<file path="config.mk">
export PLATFORM = sky130hd
export DESIGN_NAME = uart_tx_drain
export DESIGN_NICKNAME = d
export VERILOG_FILES = /design/src/rtl/uart_pkg.sv /design/src/rtl/baud_counter.sv /design/src/rtl/uart_tx_drain.sv
export SDC_FILE = /design/constraint.sdc
export NUM_CORES = 1
export LEC_CHECK = 0
export CAP_MARGIN = 20
export CORE_ASPECT_RATIO = 0.8
export CORE_MARGIN = 3
export CORE_UTILIZATION = 54
export CTS_CLUSTER_DIAMETER = 30
export DETAILED_ROUTE_END_ITERATION = 7
export PLACE_DENSITY = 0.78
export SKIP_CTS_REPAIR_TIMING = 1
export SLEW_MARGIN = 30
export SYNTH_ARGS = -nofsm -noshare
export SYNTH_HDL_FRONTEND = slang
export SYNTH_HIERARCHICAL = 1
export SYNTH_SLANG_ARGS = --single-unit
</file>
<file path="constraint.sdc">
create_clock -name clk -period 1.7 [get_ports clk]
set_input_delay 0.255 -clock clk [delete_from_list [all_inputs] [get_ports clk]]
set_output_delay 0.255 -clock clk [all_outputs]
set_load 0.01 [all_outputs]
</file>
<file path="src/rtl/uart_pkg.sv">
// Shared types and constants for the UART transmit drain.
package uart_pkg;

  typedef enum logic [2:0] {
    IDLE,
    FETCH,
    LOAD,
    START,
    DATA,
    PAR,
    STOP
  } state_t;

  localparam int unsigned PARITY_NONE = 0;
  localparam int unsigned PARITY_EVEN = 1;
  localparam int unsigned PARITY_ODD  = 2;

  // Parity bit from the word's XOR reduction and the configured mode.
  function automatic logic parity_of(input logic xor_bit, input int unsigned mode);
    return (mode == PARITY_ODD) ? ~xor_bit : xor_bit;
  endfunction

endpackage

</file>
<file path="src/rtl/baud_counter.sv">
// Bit-period timer: counts 0..CLKS_PER_BIT-1 and flags the last cycle of each period.
module baud_counter #(
  parameter int unsigned CLKS_PER_BIT = 16
) (
  input  logic clk,
  input  logic reset,
  input  logic clear,
  output logic tick
);

  localparam int unsigned CW = $clog2(CLKS_PER_BIT);
  localparam logic [CW-1:0] LAST = CW'(CLKS_PER_BIT - 1);

  logic [CW-1:0] count_q;
  logic [CW-1:0] count_d;

  always_comb begin
    count_d = count_q + CW'(1);
    if (clear || (count_q == LAST)) begin
      count_d = '0;
    end
  end

  // tick is registered so it lines up with count_q reaching LAST
  always_ff @(posedge clk or posedge reset) begin
    if (reset) begin
      count_q <= '0;
      tick    <= 1'b0;
    end else begin
      count_q <= count_d;
      tick    <= (count_d == LAST);
    end
  end

endmodule

</file>
<file path="src/rtl/uart_tx_drain.sv">
// Pops words from the FIFO and serialises each as a UART frame on tx.
module uart_tx_drain
  import uart_pkg::*;
#(
  parameter int unsigned WIDTH        = 8,
  parameter int unsigned CLKS_PER_BIT = 16,
  parameter int unsigned PARITY       = 0
) (
  input  logic             clk,
  input  logic             reset,
  input  logic             enable,
  input  logic             empty,
  output logic             read_request,
  input  logic [WIDTH-1:0] data_in,
  output logic             tx,
  output logic             busy
);

  localparam int unsigned BW = (WIDTH > 1) ? $clog2(WIDTH) : 1;
  localparam logic [BW-1:0] LAST_BIT = BW'(WIDTH - 1);

  state_t           state_q;
  state_t           state_d;
  logic [WIDTH-1:0] shift_q;
  logic [WIDTH-1:0] shift_d;
  logic             par_q;
  logic             par_d;
  logic [BW-1:0]    bit_q;
  logic             tick;
  logic             baud_clear;
  logic             tx_d;
  logic             read_request_d;
  logic             busy_d;

  // Hold the baud timer at zero until the start bit begins.
  assign baud_clear = (state_q == IDLE) || (state_q == FETCH) || (state_q == LOAD);

  baud_counter #(
    .CLKS_PER_BIT(CLKS_PER_BIT)
  ) u_baud (
    .clk  (clk),
    .reset(reset),
    .clear(baud_clear),
    .tick (tick)
  );

  always_ff @(posedge clk or posedge reset) begin
    if (reset) begin
      state_q <= IDLE;
    end else begin
      state_q <= state_d;
    end
  end

  always_comb begin
    state_d = state_q;
    case (state_q)
      IDLE: begin
        if (enable && !empty) begin
          state_d = FETCH;
        end
      end
      FETCH: state_d = LOAD;
      LOAD:  state_d = START;
      START: begin
        if (tick) begin
          state_d = DATA;
        end
      end
      DATA: begin
        if (tick && (bit_q == LAST_BIT)) begin
          state_d = (PARITY != PARITY_NONE) ? PAR : STOP;
        end
      end
      PAR: begin
        if (tick) begin
          state_d = STOP;
        end
      end
      STOP: begin
        if (tick) begin
          state_d = (enable && !empty) ? FETCH : IDLE;
        end
      end
      default: state_d = IDLE;
    endcase
  end

  // Parity is latched from the captured word so later shifting cannot disturb it.
  always_comb begin
    shift_d = shift_q;
    par_d   = par_q;
    if (state_q == LOAD) begin
      shift_d = data_in;
      par_d   = parity_of(^data_in, PARITY);
    end else if ((state_q == DATA) && tick) begin
      shift_d = shift_q >> 1;
    end
  end

  always_ff @(posedge clk or posedge reset) begin
    if (reset) begin
      shift_q <= '0;
      par_q   <= 1'b0;
      bit_q   <= '0;
    end else begin
      shift_q <= shift_d;
      par_q   <= par_d;
      if (state_q == START) begin
        bit_q <= '0;
      end else if ((state_q == DATA) && tick) begin
        bit_q <= (bit_q == LAST_BIT) ? '0 : bit_q + BW'(1);
      end
    end
  end

  // Outputs decoded from the next state so the registered pins track the state register.
  always_comb begin
    tx_d           = 1'b1;
    read_request_d = 1'b0;
    busy_d         = 1'b1;
    case (state_d)
      IDLE:    busy_d         = 1'b0;
      FETCH:   read_request_d = 1'b1;
      START:   tx_d           = 1'b0;
      DATA:    tx_d           = shift_d[0];
      PAR:     tx_d           = par_d;
      default: ;
    endcase
  end

  always_ff @(posedge clk or posedge reset) begin
    if (reset) begin
      tx           <= 1'b1;
      read_request <= 1'b0;
      busy         <= 1'b0;
    end else begin
      tx           <= tx_d;
      read_request <= read_request_d;
      busy         <= busy_d;
    end
  end

endmodule

</file>
==> results.toml <==
[run_status]
outcome = "complete, no violations"

[worst_setup_path]
rr_endpoint = "shift_q[5]"
worstSetupPathType = "reg2out"
highest_cell_delay_on_the_worst_timing_path_ps = 540
timing.reg2reg.setup_slack_ps = 210
sort_of_element_at_the_end_of_the_critical_path = "output port"
cp_top_family = "flip-flops"
startpoint_type = "flip-flop"
timing.critical_path.slowest_stage_cell = "sky130_fd_sc_hd__dfstp_2"
critical_path_peak_fanout = 1
worst-endpoint-arrival_ps = 1390
worst-path-buf-inv = 1
critical_path.cell_chain = "clkdlybuf4s50_1"
ff2ff_path_depth = 5
critPathRequiredTime_ps = 1440
reg2reg_from = "state_q[2]"

[synthesis]
synth_simple_gate_area_share_pct = 13.3
postSynthRegisterBits = 23
main_combinational_cell_family_by_area_after_synthesis = "compound AO/OA/AOI/OAI gates"
synth_xor_area_share_pct = 5.79
post_synth_instance_area_sq_mm = 0.00121
mapped_cells = 119
post_synthesis_async_set_or_reset_flop_share_pct = 100
synth_fa_ha_area_share_pct = 3.10
synthMuxAreaShare_pct = 2.58
synth-compound-area-share_pct = 23.6
ys_dominant_reg_cell = "sky130_fd_sc_hd__dfrtp_1"
number_of_unique_standard_cell_types_used_by_synthesis = 38
synthesis.nets = 134
yosys_warnings = 6
synth_edf_count = 0
synth-seq-area-share_pct = 47.6
syn_avg_cell_area_sq_um = 10.2

[global_routing]
track_usage_pct = 20.5
grt_pass1_wl_mm = 4.32
grt_antenna_before_repair = 0
maximum_number_of_pins_on_one_net_before_global_route_repair = 18
global_route.overflow_total = 0
first_global_vias = 920

[floorplan]
floorplan.die.height_um = 48.4
chipWidth_um = 59.0
row_count = 14
floorplan.initialDensity_pct = 60.7
num_io_pins = 15
placeableCoreArea_sq_mm = 0.00200
design.die.area_sq_mm = 0.00285

[placement]
gp_congestion = 0.791
numPlacedInstances = 158
dpl-instance-area_sq_mm = 0.00140
portBuffers = 14
hpwl_detailed_mm = 1.94
place_worst_setup_slack_ps = 97.8

[clocking]
clock_tree.buffer_depth = 2
ctsHtreeMaxLevel = 1
clkTransAtPathRegs_ps = 130
clock_latency_ps = 330
clock_tree.root_cell = "sky130_fd_sc_hd__clkbuf_4"
clock-sinks = 23
numCtsBuffers = 3
cts_tree = "done"

[timing]
fin_crit_ps = 1650
clock.fmax_ghz = 0.607
clock_skew_ps = 8.81
worst_slew_pin_slew_ps = 564
setup_violations = 0
fin_crit_sh_pct = 97.0
worst_slew_margin_rel_pct = 62.3
slew_violations = 0
hold_viol = 0
postLayoutSetupSlackWorst_ps = 51.2
rsz0062_at_grt = "false"
timing.setup.tns_ps = 0

[route]
firstDrtPassIters = 4
detail_route.iter0.violations = 67
final_routed_wirelength_mm = 2.52
drt.antenna.violating_nets = 0
drt-wirelength-per-cell_um = 15.6
route.detailed.drc = 0
detail_route.vias_per_cell = 6.09
routed-via-count = 987

[layout]
final_design_area_no_fill_sq_mm = 0.00144
insertedDiodeCount = 0
syn2layout_area_growth_pct = 18.6
finish.net_count = 154
final_layout_size_suffix_gt1_share_pct = 13.0
finish.cell_count_without_fillers = 162

[flow_run]
drv.max_cap_violation_count = 0

[pwr]
power.leakage_uw = 0.000625
power_density_mw_per_mm2 = 662
power.total_uw = 951
worst_ir_drop_vdd_mv = 0.702

[min_path]
worst_hold_class = "in2async"
## cell usage after synthesis, types with 2 or more instances
cell / n / share of area, %
sky130_fd_sc_hd__mux2i_1: 2 / 1.7
sky130_fd_sc_hd__inv_1: 5 / 1.5
sky130_fd_sc_hd__dfrtp_1: 22 / 45
sky130_fd_sc_hd__xnor2_1: 8 / 5.8
sky130_fd_sc_hd__o21ai_0: 4 / 1.7
sky130_fd_sc_hd__a311oi_1: 2 / 1.4
sky130_fd_sc_hd__a21o_1: 5 / 3.1
sky130_fd_sc_hd__a31oi_1: 2 / 1.0
sky130_fd_sc_hd__nor2_1: 6 / 1.9
sky130_fd_sc_hd__a22o_1: 6 / 4.3
sky130_fd_sc_hd__o22ai_1: 3 / 1.5
sky130_fd_sc_hd__ha_1: 3 / 3.1
sky130_fd_sc_hd__nor2b_1: 2 / 1.0
sky130_fd_sc_hd__nand2b_1: 2 / 1.0
sky130_fd_sc_hd__a21oi_1: 9 / 3.7
sky130_fd_sc_hd__buf_2: 3 / 1.2
sky130_fd_sc_hd__a32o_1: 2 / 1.7
sky130_fd_sc_hd__nand3_1: 3 / 1.2
sky130_fd_sc_hd__nand2_1: 8 / 2.5
sky130_fd_sc_hd__o21ai_1: 4 / 1.7
## flip-flops by register name, indices dropped and copies added, names as in the netlist
name            count
par_q               1
u_baud/count_q      4
state_q             3
read_request        1
u_baud/tick         1
tx                  1
bit_q               3
shift_q             8
busy                1
## area by class of cell
type | instances | area (sq um)
Inverter | 5 | 18.8
Fill cell | 156 | 561
Clock inverter | 1 | 7.51
Clock buffer | 3 | 22.5
Sequential cell | 23 | 577
Tap cell | 24 | 30.0
Multi-Input combinational cell | 85 | 588
Timing Repair Buffer | 21 | 193
## stage by stage
step           utilization [%]  hold slack [ps]
6_report                  71.9              127
3_3_place_gp              70.3              462
2_1_floorplan                -             33.5
4_1_cts                   71.8              130
3_5_place_dp              70.3              468
5_1_grt                   71.9              144
## logic make-up (layout without fill, tap and decap cells)
family / after synthesis / after routing
adder cells (fa/ha/maj): 3 / 3
AO/OA/AOI/OAI: 42 / 42
XOR/XNOR: 8 / 8
buffers and inverters: 11 / 30
AND/OR/NAND/NOR: 29 / 29
multiplexers: 3 / 3
flip-flops: 23 / 23
## power by group
group	switching (uW)	internal, uW	total (uW)	leakage, uW
clock network	176	90.3	267	0.0000139
logic	45.8	61.1	107	0.000350
registers	10.3	567	577	0.000261
total	232	718	951	0.000625
## layout by cell type (no fill, tap or decap), types with 2 or more instances in the layout
master                             n
sky130_fd_sc_hd__a22o_1            6
sky130_fd_sc_hd__a21oi_1           9
sky130_fd_sc_hd__mux2i_1           2
sky130_fd_sc_hd__o21ai_1           4
sky130_fd_sc_hd__ha_1              3
sky130_fd_sc_hd__buf_4             7
sky130_fd_sc_hd__o21ai_0           4
sky130_fd_sc_hd__clkbuf_4          3
sky130_fd_sc_hd__o22ai_1           3
sky130_fd_sc_hd__inv_1             5
sky130_fd_sc_hd__nor2_1            5
sky130_fd_sc_hd__a311oi_1          2
sky130_fd_sc_hd__nand3_1           3
sky130_fd_sc_hd__nand2b_1          2
sky130_fd_sc_hd__clkdlybuf4s50_1  14
sky130_fd_sc_hd__nor2b_1           2
sky130_fd_sc_hd__nor2_2            2
sky130_fd_sc_hd__xnor2_1           8
sky130_fd_sc_hd__a31oi_1           2
sky130_fd_sc_hd__dfrtp_1          22
sky130_fd_sc_hd__a32o_1            2
sky130_fd_sc_hd__nand2_1           8
sky130_fd_sc_hd__a21o_1            5
## metal layers
metal	vias to the layer above	global-route usage, %	share of wire (%)
met1	487	31.5	49
met2	25	26.8	44
met4	0	6.79	1.5
li1	471	-	-
met3	4	6.38	5.4
met5	-	0	0
## worst max-delay path by stage
stage,start,end,cells past startpoint
6_report,tx,tx,1
5_1_grt,tx,tx,1
4_1_cts,tx,tx,1
3_5_place_dp,state_q[2],shift_q[5],4
3_3_place_gp,state_q[2],shift_q[7],4
2_1_floorplan,state_q[0],u_baud/tick,5
No activity file was read; power rests on OpenSTA's default activity.
